===== src/rtl/csc_pkg.sv =====
// Shared constants for the colour-space converter coefficient controller:
// widths, register map, preset matrices and FSM encoding.
package csc_pkg;

    localparam int CW       = 11;
    localparam int OW       = 8;
    localparam int NUM_COEF = 9;
    localparam int NUM_OFF  = 3;

    localparam logic [3:0] ADDR_M11    = 4'd0;
    localparam logic [3:0] ADDR_M33    = 4'd8;
    localparam logic [3:0] ADDR_OFF_Y  = 4'd9;
    localparam logic [3:0] ADDR_OFF_CB = 4'd10;
    localparam logic [3:0] ADDR_OFF_CR = 4'd11;

    // Element 0 is M11 (listed last in each concatenation), element 8 is M33.
    localparam logic [NUM_COEF-1:0][CW-1:0] BT601_COEF = {
        11'h7AD, 11'h653, 11'h200,
        11'h200, 11'h6AD, 11'h753,
        11'h075, 11'h259, 11'h132
    };
    localparam logic [NUM_COEF-1:0][CW-1:0] BT709_COEF = {
        11'h7D1, 11'h62F, 11'h200,
        11'h200, 11'h675, 11'h78B,
        11'h04A, 11'h2DC, 11'h0DA
    };
    localparam logic [NUM_OFF-1:0][OW-1:0] BT601_OFF = {8'd128, 8'd128, 8'd0};
    localparam logic [NUM_OFF-1:0][OW-1:0] BT709_OFF = {8'd128, 8'd128, 8'd0};

    typedef enum logic [1:0] {
        ST_IDLE    = 2'd0,
        ST_PENDING = 2'd1,
        ST_APPLY   = 2'd2
    } state_t;

endpackage


===== src/rtl/csc_blank_guard.sv =====
// Counts consecutive frame-valid-low cycles while armed; met flags the cycle
// on which the count reaches GUARD.
module csc_blank_guard #(
    parameter int GUARD = 2
) (
    input  logic clk,
    input  logic srst,
    input  logic run,
    input  logic frame_valid,
    output logic met
);

    localparam int GW = $clog2(GUARD + 1);

    logic [GW-1:0] count_reg;
    logic [GW-1:0] count_next;

    always_comb begin
        count_next = count_reg;
        if (!run || frame_valid) begin
            count_next = '0;
        end else if (count_reg != GW'(GUARD)) begin
            count_next = count_reg + 1'b1;
        end
    end

    // Combinational so the FSM can leave PENDING on the same edge the count lands.
    assign met = run && !frame_valid && (count_next == GW'(GUARD));

    always_ff @(posedge clk) begin
        if (srst) begin
            count_reg <= '0;
        end else begin
            count_reg <= count_next;
        end
    end

endmodule


===== src/rtl/csc_coef_ctrl.sv =====
// Shadow/active coefficient banks for rgb2ycbcr; shadow is copied to active
// only after a committed request sees enough vertical blanking.
module csc_coef_ctrl
    import csc_pkg::*;
#(
    parameter int GUARD = 2
) (
    input  logic                iClk,
    input  logic                iRst,
    input  logic                iWrEn,
    input  logic [3:0]          iWrAddr,
    input  logic [CW-1:0]       iWrData,
    input  logic                iPresetLoad,
    input  logic                iPresetSel,
    input  logic                iCommit,
    input  logic                iFrameValid,
    output logic                oWrReady,
    output logic                oPending,
    output logic                oApplied,
    output logic [9*CW-1:0]     oCoef,
    output logic [3*OW-1:0]     oOff
);

    state_t state_reg;
    state_t state_next;

    logic wr_ready_reg, wr_ready_next;
    logic pending_reg,  pending_next;
    logic applied_reg,  applied_next;

    logic accept;
    logic preset_load;
    logic wr_en;
    logic guard_run;
    logic guard_met;

    logic [CW-1:0] shadow_coef_reg [NUM_COEF];
    logic [CW-1:0] active_coef_reg [NUM_COEF];
    logic [OW-1:0] shadow_off_reg  [NUM_OFF];
    logic [OW-1:0] active_off_reg  [NUM_OFF];

    // A preset overrides a same-cycle register write.
    assign accept      = (state_reg == ST_IDLE);
    assign preset_load = accept && iPresetLoad;
    assign wr_en       = accept && iWrEn && !iPresetLoad;
    assign guard_run   = (state_reg == ST_PENDING);

    csc_blank_guard #(
        .GUARD(GUARD)
    ) u_guard (
        .clk        (iClk),
        .srst       (iRst),
        .run        (guard_run),
        .frame_valid(iFrameValid),
        .met        (guard_met)
    );

    always_ff @(posedge iClk) begin
        if (iRst) begin
            state_reg    <= ST_IDLE;
            wr_ready_reg <= 1'b1;
            pending_reg  <= 1'b0;
            applied_reg  <= 1'b0;
        end else begin
            state_reg    <= state_next;
            wr_ready_reg <= wr_ready_next;
            pending_reg  <= pending_next;
            applied_reg  <= applied_next;
        end
    end

    always_comb begin
        state_next = state_reg;
        case (state_reg)
            ST_IDLE:    if (iCommit) state_next = ST_PENDING;
            ST_PENDING: if (guard_met) state_next = ST_APPLY;
            ST_APPLY:   state_next = ST_IDLE;
            default:    state_next = ST_IDLE;
        endcase
    end

    // Flags are decoded from the next state so they line up with state_reg.
    always_comb begin
        wr_ready_next = (state_next == ST_IDLE);
        pending_next  = (state_next == ST_PENDING);
        applied_next  = (state_next == ST_APPLY);
    end

    assign oWrReady = wr_ready_reg;
    assign oPending = pending_reg;
    assign oApplied = applied_reg;

    for (genvar gi = 0; gi < NUM_COEF; gi++) begin : g_coef
        logic wr_hit;
        assign wr_hit = wr_en && (iWrAddr == 4'(ADDR_M11 + gi));

        always_ff @(posedge iClk) begin
            if (iRst) begin
                shadow_coef_reg[gi] <= BT601_COEF[gi];
                active_coef_reg[gi] <= BT601_COEF[gi];
            end else begin
                if (preset_load) begin
                    shadow_coef_reg[gi] <= iPresetSel ? BT709_COEF[gi] : BT601_COEF[gi];
                end else if (wr_hit) begin
                    shadow_coef_reg[gi] <= iWrData;
                end
                if (state_reg == ST_APPLY) begin
                    active_coef_reg[gi] <= shadow_coef_reg[gi];
                end
            end
        end

        assign oCoef[gi*CW +: CW] = active_coef_reg[gi];
    end

    for (genvar gi = 0; gi < NUM_OFF; gi++) begin : g_off
        logic wr_hit;
        assign wr_hit = wr_en && (iWrAddr == 4'(ADDR_OFF_Y + gi));

        always_ff @(posedge iClk) begin
            if (iRst) begin
                shadow_off_reg[gi] <= BT601_OFF[gi];
                active_off_reg[gi] <= BT601_OFF[gi];
            end else begin
                if (preset_load) begin
                    shadow_off_reg[gi] <= iPresetSel ? BT709_OFF[gi] : BT601_OFF[gi];
                end else if (wr_hit) begin
                    shadow_off_reg[gi] <= iWrData[OW-1:0];
                end
                if (state_reg == ST_APPLY) begin
                    active_off_reg[gi] <= shadow_off_reg[gi];
                end
            end
        end

        assign oOff[gi*OW +: OW] = active_off_reg[gi];
    end

endmodule

===== config.mk =====
export PLATFORM = sky130hd
export DESIGN_NAME = csc_coef_ctrl
export DESIGN_NICKNAME = d
export VERILOG_FILES = /design/src/rtl/csc_pkg.sv /design/src/rtl/csc_blank_guard.sv /design/src/rtl/csc_coef_ctrl.sv
export SDC_FILE = /design/constraint.sdc
export NUM_CORES = 1
export LEC_CHECK = 0
export ABC_CLOCK_PERIOD_IN_PS = 5100
export CAP_MARGIN = 20
export CORE_ASPECT_RATIO = 1.5
export CORE_UTILIZATION = 45
export DETAILED_ROUTE_END_ITERATION = 7
export HOLD_SLACK_MARGIN = 0.1
export PLACE_DENSITY = 0.68
export SLEW_MARGIN = 30
export SYNTH_ARGS = -nofsm -noshare
export SYNTH_HDL_FRONTEND = slang
export SYNTH_SLANG_ARGS = --single-unit

===== constraint.sdc =====
create_clock -name iClk -period 5.1 [get_ports iClk]
set_input_delay 0.765 -clock iClk [delete_from_list [all_inputs] [get_ports iClk]]
set_output_delay 0.765 -clock iClk [all_outputs]
set_load 0.005 [all_outputs]

# --- Yosys cells after proc, flatten, opt, wreduce, memory -nomap -nowiden ---
# Memory sizes are Yosys's and may differ from the RTL's.
# Index checks and enable logic that the tools add are counted.
word_totals:
  reg_bits: 7
  memories: 4
  ramBits: 246
memory_table:
  columns: ["memory", "depth", "width", "read_ports", "rd_ports_with_merged_regs", "write_ports", "line_no", "text"]
  rows:
  - ["active_coef_reg", 9, 11, 9, 0, 9, "csc_coef_ctrl.sv:38", "logic [CW-1:0] active_coef_reg [NUM_COEF];"]
  - ["shadow_coef_reg", 9, 11, 9, 0, 9, "csc_coef_ctrl.sv:37", "logic [CW-1:0] shadow_coef_reg [NUM_COEF];"]
  - ["active_off_reg", 3, 8, 3, 0, 3, "csc_coef_ctrl.sv:40", "logic [OW-1:0] active_off_reg [NUM_OFF];"]
  - ["shadow_off_reg", 3, 8, 3, 0, 3, "csc_coef_ctrl.sv:39", "logic [OW-1:0] shadow_off_reg [NUM_OFF];"]
op_classes:
  n_addsub: 1
  n_bitwise: 36
  eq_ne: 17
  n_mux: 104
  n_reduce_logical: 24
op_table:
  columns: ["cell", "n"]
  rows:
  - ["2-to-1 mux 11 bit", 27]
  - ["2-to-1 mux 8 bit", 12]
  - ["2-to-1 mux 1 bit", 56]
  - ["OR 1 bit", 36]
  - ["logical AND 1 bit", 17]
  - ["equality test 4 x 3 -> 1 bit (second input constant)", 4]
  - ["equality test 4 bit (second input constant)", 4]
  - ["2-to-1 mux 7 bit", 2]
  - ["2-to-1 mux 9 bit", 1]
  - ["equality test 4 x 2 -> 1 bit (second input constant)", 2]
  - ["2-to-1 mux 2 bit", 4]
  - ["equality test 2 bit (second input constant)", 3]
  - ["2-to-1 mux 6 bit", 1]
  - ["equality test 2 x 1 -> 1 bit (second input constant)", 2]
  - ["equality test 4 x 1 -> 1 bit (second input constant)", 1]
  - ["logical NOT 2 bit", 2]
  - ["logical NOT 4 bit", 1]
  - ["case mux 2 bit (2 select lines)", 1]
  - ["logical NOT 1 bit", 3]
  - ["adder 2 x 1 -> 2 bit (second input constant)", 1]
  - ["!= test 2 bit (second input constant)", 1]
  - ["logical OR 1 bit", 1]

# --- Longest topological paths before layout ---
# Gate-level depths: netlist (run 1).
depth:
  depth_word: 9
  depth_mapped: 5
  mapped_depth_nobuf: 5

# --- Modules after synthesis ---
# From an unflattened synthesis (run 1), not the netlist that was laid out.
hier_totals:
  cells_unflattened: 642
  hier_area_um2: 9633.0
modules_own_cells:
  columns: ["module", "area_per_inst_um2", "instances", "cells_per_inst"]
  rows:
  - ["csc_coef_ctrl", 9535.4, 1, 634]
  - ["csc_blank_guard", 97.6, 1, 8]

# --- Least setup slack after synthesis (run 1) ---
# Ideal clock, no wire load.
synth_path:
  path_kind: "input -> register"
  startpoint: "input port iRst"
  endpoint: "memory active_coef_reg[0][0], enable pin"
  setup_time_ns: 0.503
  setup_slack_ns: 0.360
  arrival_ns: 4.236
  t_required_ns: 4.597
  cell_stages: 3
  n_path_buf: 2
  cell_sequence: "buf_2 clkbuf_1 nand2b_1"
synth_lines:
  columns: ["element", "line_no", "text"]
  rows:
  - ["start, declared", "csc_coef_ctrl.sv:9", "input logic iRst,"]
  - ["end, declared", "csc_coef_ctrl.sv:38", null]

==> results.cfg, run 1 <==
[outcome]
status = finished, final reports clean

[final_layout]
regArea_um2 = 7530
final_util_pct = 58.5
multi_input_area_um2 = 1900
fillCellCount = 1555
drive_above_1_share_pct = 12.8
areaGrowthSynthToFinish_pct = 26.0
final_net_count = 785
diodes = 0

[drt]
wl_per_cell_um = 19.6
vias = 5466
ant_nets = 0
first_iter_violations = 425
drcViolationCount = 0
vias_per_cell = 5.24
first_pass_iters = 5
wirelength_um = 20500

[yosys]
synth_cells = 618
synthSimpleGateAreaFrac_pct = 17.0
synth_top_family_by_area = simple AND/OR/NAND/NOR gates
synth-seq-cells = 253
syn_area_um2 = 9560
yosys.area.top_type_share_pct = 77.3
synth_area_leaders = edfxtp_1 77%, or3_1 4.1%, and2_1 3.0%, and2_2 2.6%, nor2_1 2.2%
ys_warn_count = 0
synth_mux_area_share_pct = 0
ys_seq_area_share_pct = 78.8
synth_largest_area_cell = edfxtp_1
synth_cell_types = 32
synthesis.nets = 641
avgSynthCellArea_um2 = 15.5
synth-compound-area-share_pct = 2.44
yosys.area_share.xor_xnor_pct = 0
synth_fa_ha_area_share_pct = 0.131

[critical_path]
slowest_stage = o21ai_0
r2r-end = shadow_coef_reg[1][10]
crit_chain = clkdlybuf4s50_1 > nor3b_2 > nand3_1 > o21ai_0 > buf_4
slowest_delay_ps = 880
r2r-start = state_reg[1]
required_ps = 5320
end_kind = register
cp_data_arrival_time_ps = 3440
reg2reg_slack_ps = 2310
worst_setup_path_start_kind = input port
crit_fanout = 19
rr_worst_depth = 4
worstSetupPathType = in -> reg

[cts]
clk_pin_slew_ps = 70
cts_max_level = 1
clock_sinks = 253
cts_resized = 0
numCtsBuffers = 23
root_buffer = clkbuf_16
cts_tree = built
clkLatencyLatePin_ps = 520
ctsHoldBuffers = 0
post_cts_buffers = 0
cts_max_path_buffers = 3

[timing]
fin_crit_ps = 3220
finalSetupTns_ps = 0
finalHoldViolCount = 0
fin_skew_ps = 16.0
slew_headroom_pct = 43.8
rsz0062_at_grt = false
period_share_pct = 63.2
fmax_ghz = 0.310
setup_viol = 0
tightest_slew_ps = 835
maxSlewViolCount = 0

[place]
io_buffers = 147
place_congestion = 0.893
dpl.hpwl_um = 14500

[power]
leakagePower_uw = 0.00398
power.density_nw_per_um2 = 345
ir_drop_mv = 0.224

[hold_path]
hp-class = reg -> reg
whs_path_depth = 1
hp-start = shadow_coef_reg[4][5]
min_to = active_coef_reg[4][5]

[global_route]
grt_pass1_wl_um = 31200
antenna_found_initial = 0
grt_max_degree = 80
grt_pass1_vias = 5523
grt_util_all_layers_pct = 19.0
grt_overflow_total = 0

[die]
start_util_pct = 46.4
row_count = 64
boundaryPins = 148
design.die.area_um2 = 21800
core_um2 = 20600
die_w_um = 121
die_h_um = 180

[flow_run]
maxCapViolations = 0
## critical path, delay by kind of cell
family,cells,cell delay [ps]
AND/OR/NAND/NOR,2,1010
AO/OA/AOI/OAI,1,880
buffers and inverters,2,780
## stage by stage
| stage | total power [µW] | std cells | instance area, µm² | setup slack [ps] | hold WS (ps) |
|---|---|---|---|---|---|
| detailed placement | 2600 | 1001 | 11300 | 1470 | 491 |
| global placement | 2590 | 1000 | 11300 | 1640 | 498 |
| finish | 4160 | 1043 | 12000 | 1880 | 505 |
| floorplan | 2480 | 618 | 9560 | 360 | 481 |
| CTS | 4190 | 1043 | 12000 | 1970 | 508 |
| global route | 4280 | 1043 | 12000 | 1770 | 541 |
## final cells by class
class	instances	share of cell area [%]
flip-flops and latches	253	62.5
multi-input cells	325	15.8
repair buffers	157	13.1
clock buffers	25	4.84
well taps	264	2.74
clock inverters	17	0.997
inverters	2	0.0623
## per-layer routing
| metal | track usage [%] | part of all wire, % | vias to the layer above |
|---|---|---|---|
| met1 | 22.3 | 38 | 2621 |
| met2 | 34.0 | 52 | 248 |
| li1 | - | - | 2543 |
| met5 | 0 | 0 | - |
| met3 | 2.41 | 5.5 | 54 |
| met4 | 9.23 | 4.1 | 0 |
## cells in the final DEF (no fill, tap or decap), types with 4 or more instances in the layout
| master | Yosys | routed |
|---|---|---|
| nand2_1 | 29 | 29 |
| o21ai_0 | 28 | 23 |
| and3_1 | 26 | 26 |
| edfxtp_1 | 246 | 246 |
| a21oi_1 | 14 | 13 |
| or2_2 | 6 | 6 |
| dfxtp_1 | 7 | 7 |
| buf_4 | 0 | 8 |
| clkbuf_16 | 0 | 23 |
| or3_1 | 63 | 63 |
| clkinv_2 | 0 | 7 |
| and2_1 | 46 | 46 |
| nor2_1 | 55 | 53 |
| clkdlybuf4s50_1 | 0 | 146 |
| clkinv_1 | 0 | 4 |
| and2_2 | 33 | 33 |
## report_power, final
group	leakage, µW	internal (µW)	total [µW]	switching (µW)
Clock	0.000343	882	1610	726
Combinational	0.00129	71.3	184	113
Sequential	0.00235	2340	2370	22.0
Total	0.00398	3300	4160	861
## worst max path at each step
stage	end	depth (start not counted)	slack (ps)	start
3_3_place_gp	shadow_off_reg[0][0]	4	1640	iPresetLoad
5_1_grt	shadow_coef_reg[1][10]	5	1770	iPresetLoad
3_5_place_dp	shadow_coef_reg[1][10]	5	1470	iPresetLoad
2_1_floorplan	active_coef_reg[0][0]	3	360	iRst
6_report	shadow_coef_reg[1][10]	5	1880	iPresetLoad
4_1_cts	shadow_coef_reg[1][10]	5	1970	iPresetLoad
## logic make-up (layout without fill, tap and decap cells)
logic type,after synthesis,count (layout)
AO/OA/AOI/OAI,45,45
buffers and inverters,40,201
adder cells (fa/ha/maj),1,1
AND/OR/NAND/NOR,279,279
flip-flops,253,253
## cells in the mapped netlist
cell        n
a21oi_1    14
and2_1     46
and2_2     33
and3_1     26
and3b_1     1
and4_1      2
and4b_1     1
buf_1       1
buf_2       5
clkbuf_1   31
clkbuf_2    1
dfxtp_1     7
edfxtp_1  246
ha_1        1
inv_1       2
nand2_1    29
nand2_2     1
nand2b_1    3
nand2b_2    1
nand3_1     3
nand3_2     1
nor2_1     55
nor2b_1     2
nor3_1      2
nor3_4      1
nor3b_2     1
nor4_4      1
o21a_1      3
o21ai_0    28
or2_2       6
or3_1      63
or4bb_2     1
(Power assumes the default switching activity.)
==> run 2: changes to the inputs <==
ABC_CLOCK_PERIOD_IN_PS = 3360   (was 5100)
clock period = 3.36 ns   (was 5.1 ns; I/O delays follow)
==> run 2 against run 1 <==
Effect of this change: routed wire length grew 0.56%; critical path type unchanged; sequential share of layout area shrank 0.46 points; global-route usage grew 0.21 points; count of clock-buffer cells in the layout grew 3; die area is the same; clock power grew 53%; first-iteration DRC count shrank 0.71%; critical path depth grew 1; register-to-register slack lost 1100 ps; hold slack gained 1.3 ps; via count grew 1.3%.
==> results.cfg, run 2 (synthesized netlist as in run 1, its figures left out) <==
[final_layout]
drive_above_1_share_pct = 13.0
fillCellCount = 1560
final_util_pct = 59.0
design_area_um2 = 12100
final_cells = 1056
areaGrowthSynthToFinish_pct = 27.0
final_net_count = 801
diodes = 0
final_cell_mix = 246 x edfxtp_1, 146 x clkdlybuf4s50_1, 63 x or3_1
layout_commonest_cell = edfxtp_1

[critical_path]
required_ps = 3570
r2r-start = state_reg[1]
cp_data_arrival_time_ps = 2530
crit_fanout = 10
reg2reg_slack_ps = 1190
rr_worst_depth = 5
worst_setup_path_start_kind = input port
worstSetupPathType = in -> reg
end_kind = register
r2r-end = shadow_off_reg[0][0]

[cts]
ctsHoldBuffers = 0
post_cts_buffers = 0
clk_pin_slew_ps = 60
numCtsBuffers = 23
cts_max_path_buffers = 3
cts_tree = built
cts_resized = 0
root_buffer = clkbuf_16
cts_max_level = 1
clkLatencyLatePin_ps = 500
clock_sinks = 253

[place]
placedCellCount = 1016
place_congestion = 0.874
io_buffers = 147
place_area_um2 = 11400
dpl.hpwl_um = 14400

[outcome]
status = finished, final reports clean

[die]
die_h_um = 180
core_um2 = 20600
boundaryPins = 148
die_w_um = 121
start_util_pct = 46.4
design.die.area_um2 = 21800
row_count = 64

[flow_run]
maxCapViolations = 0

[timing]
fin_skew_ps = 6.79
maxSlewViolCount = 0
tightest_slew_ps = 711
finalHoldViolCount = 0
setup_viol = 0
fmax_ghz = 0.431
rsz0062_at_grt = false
slew_headroom_pct = 52.6
finalSetupTns_ps = 0
period_share_pct = 69.0
fin_crit_ps = 2320

[hold_path]
hp-start = shadow_coef_reg[2][4]
whs_path_depth = 1
min_to = active_coef_reg[2][4]
hp-class = reg -> reg

[drt]
vias_per_cell = 5.24
wl_per_cell_um = 19.5
drcViolationCount = 0
wirelength_um = 20600
vias = 5538
first_iter_violations = 422
first_pass_iters = 6
ant_nets = 0

[global_route]
grt_pass1_vias = 5513
grt_pass1_wl_um = 31300
grt_util_all_layers_pct = 19.2
grt_overflow_total = 0
antenna_found_initial = 0
grt_max_degree = 81

[power]
leakagePower_uw = 0.00405
finalPower_uw = 6350
ir_drop_mv = 0.435
power.density_nw_per_um2 = 524
[run 2: changes by cell type in the layout (fill, tap and decap cells not counted), sizes merged]
cell	previous run	this run
buf	11	27
clkinv	12	8
clkbuf	25	28
clkinvlp	3	0
bufinv	1	2
[run 2: per-stage QoR]
step,hold slack (ps),worst slack [ps]
after floorplan,481,324
after global placement,494,620
after detailed placement,489,585
after CTS,504,1110
after global routing,521,935
final,506,1040
[run 2: area by class of cell]
cell class	count	area, µm²	area share [%]
Sequential cell	253	7530	62.0
Multi-Input combinational cell	325	1890	15.6
Timing Repair Buffer	173	1690	13.9
Clock buffer	28	594	4.90
Tap cell	264	330	2.72
Clock inverter	11	100	0.825
Inverter	2	7.51	0.0619
[run 2: critical path, stage by stage]
cell,delay (ps)
clkdlybuf4s50_1,510
nor3b_2,360
nand3_1,450
buf_4,340
o21ai_0,170
buf_4,200
[run 2: worst max path at each step]
stage                start                    end  slack (ps)  cells after the start
6_report       iPresetLoad   shadow_off_reg[0][0]        1040                      6
5_1_grt        iPresetLoad   shadow_off_reg[0][0]         930                      6
4_1_cts        iPresetLoad   shadow_off_reg[0][0]        1110                      6
3_5_place_dp   iPresetLoad   shadow_off_reg[0][4]         580                      6
3_3_place_gp   iPresetLoad  shadow_coef_reg[8][0]         620                      3
2_1_floorplan         iRst  active_coef_reg[0][0]         320                      3
[run 2: per-layer routing]
metal	GRT usage [%]	part of all wire (%)	up-vias
li1	-	-	2561
met1	23.7	38	2678
met2	33.7	52	256
met3	2.72	6.2	43
met4	7.80	3.2	0
met5	0	0	-
[run 2: report_power, final]
| group | internal [µW] | switching, µW |
|---|---|---|
| clock network | 1410 | 1060 |
| logic | 120 | 176 |
| registers | 3560 | 33.3 |
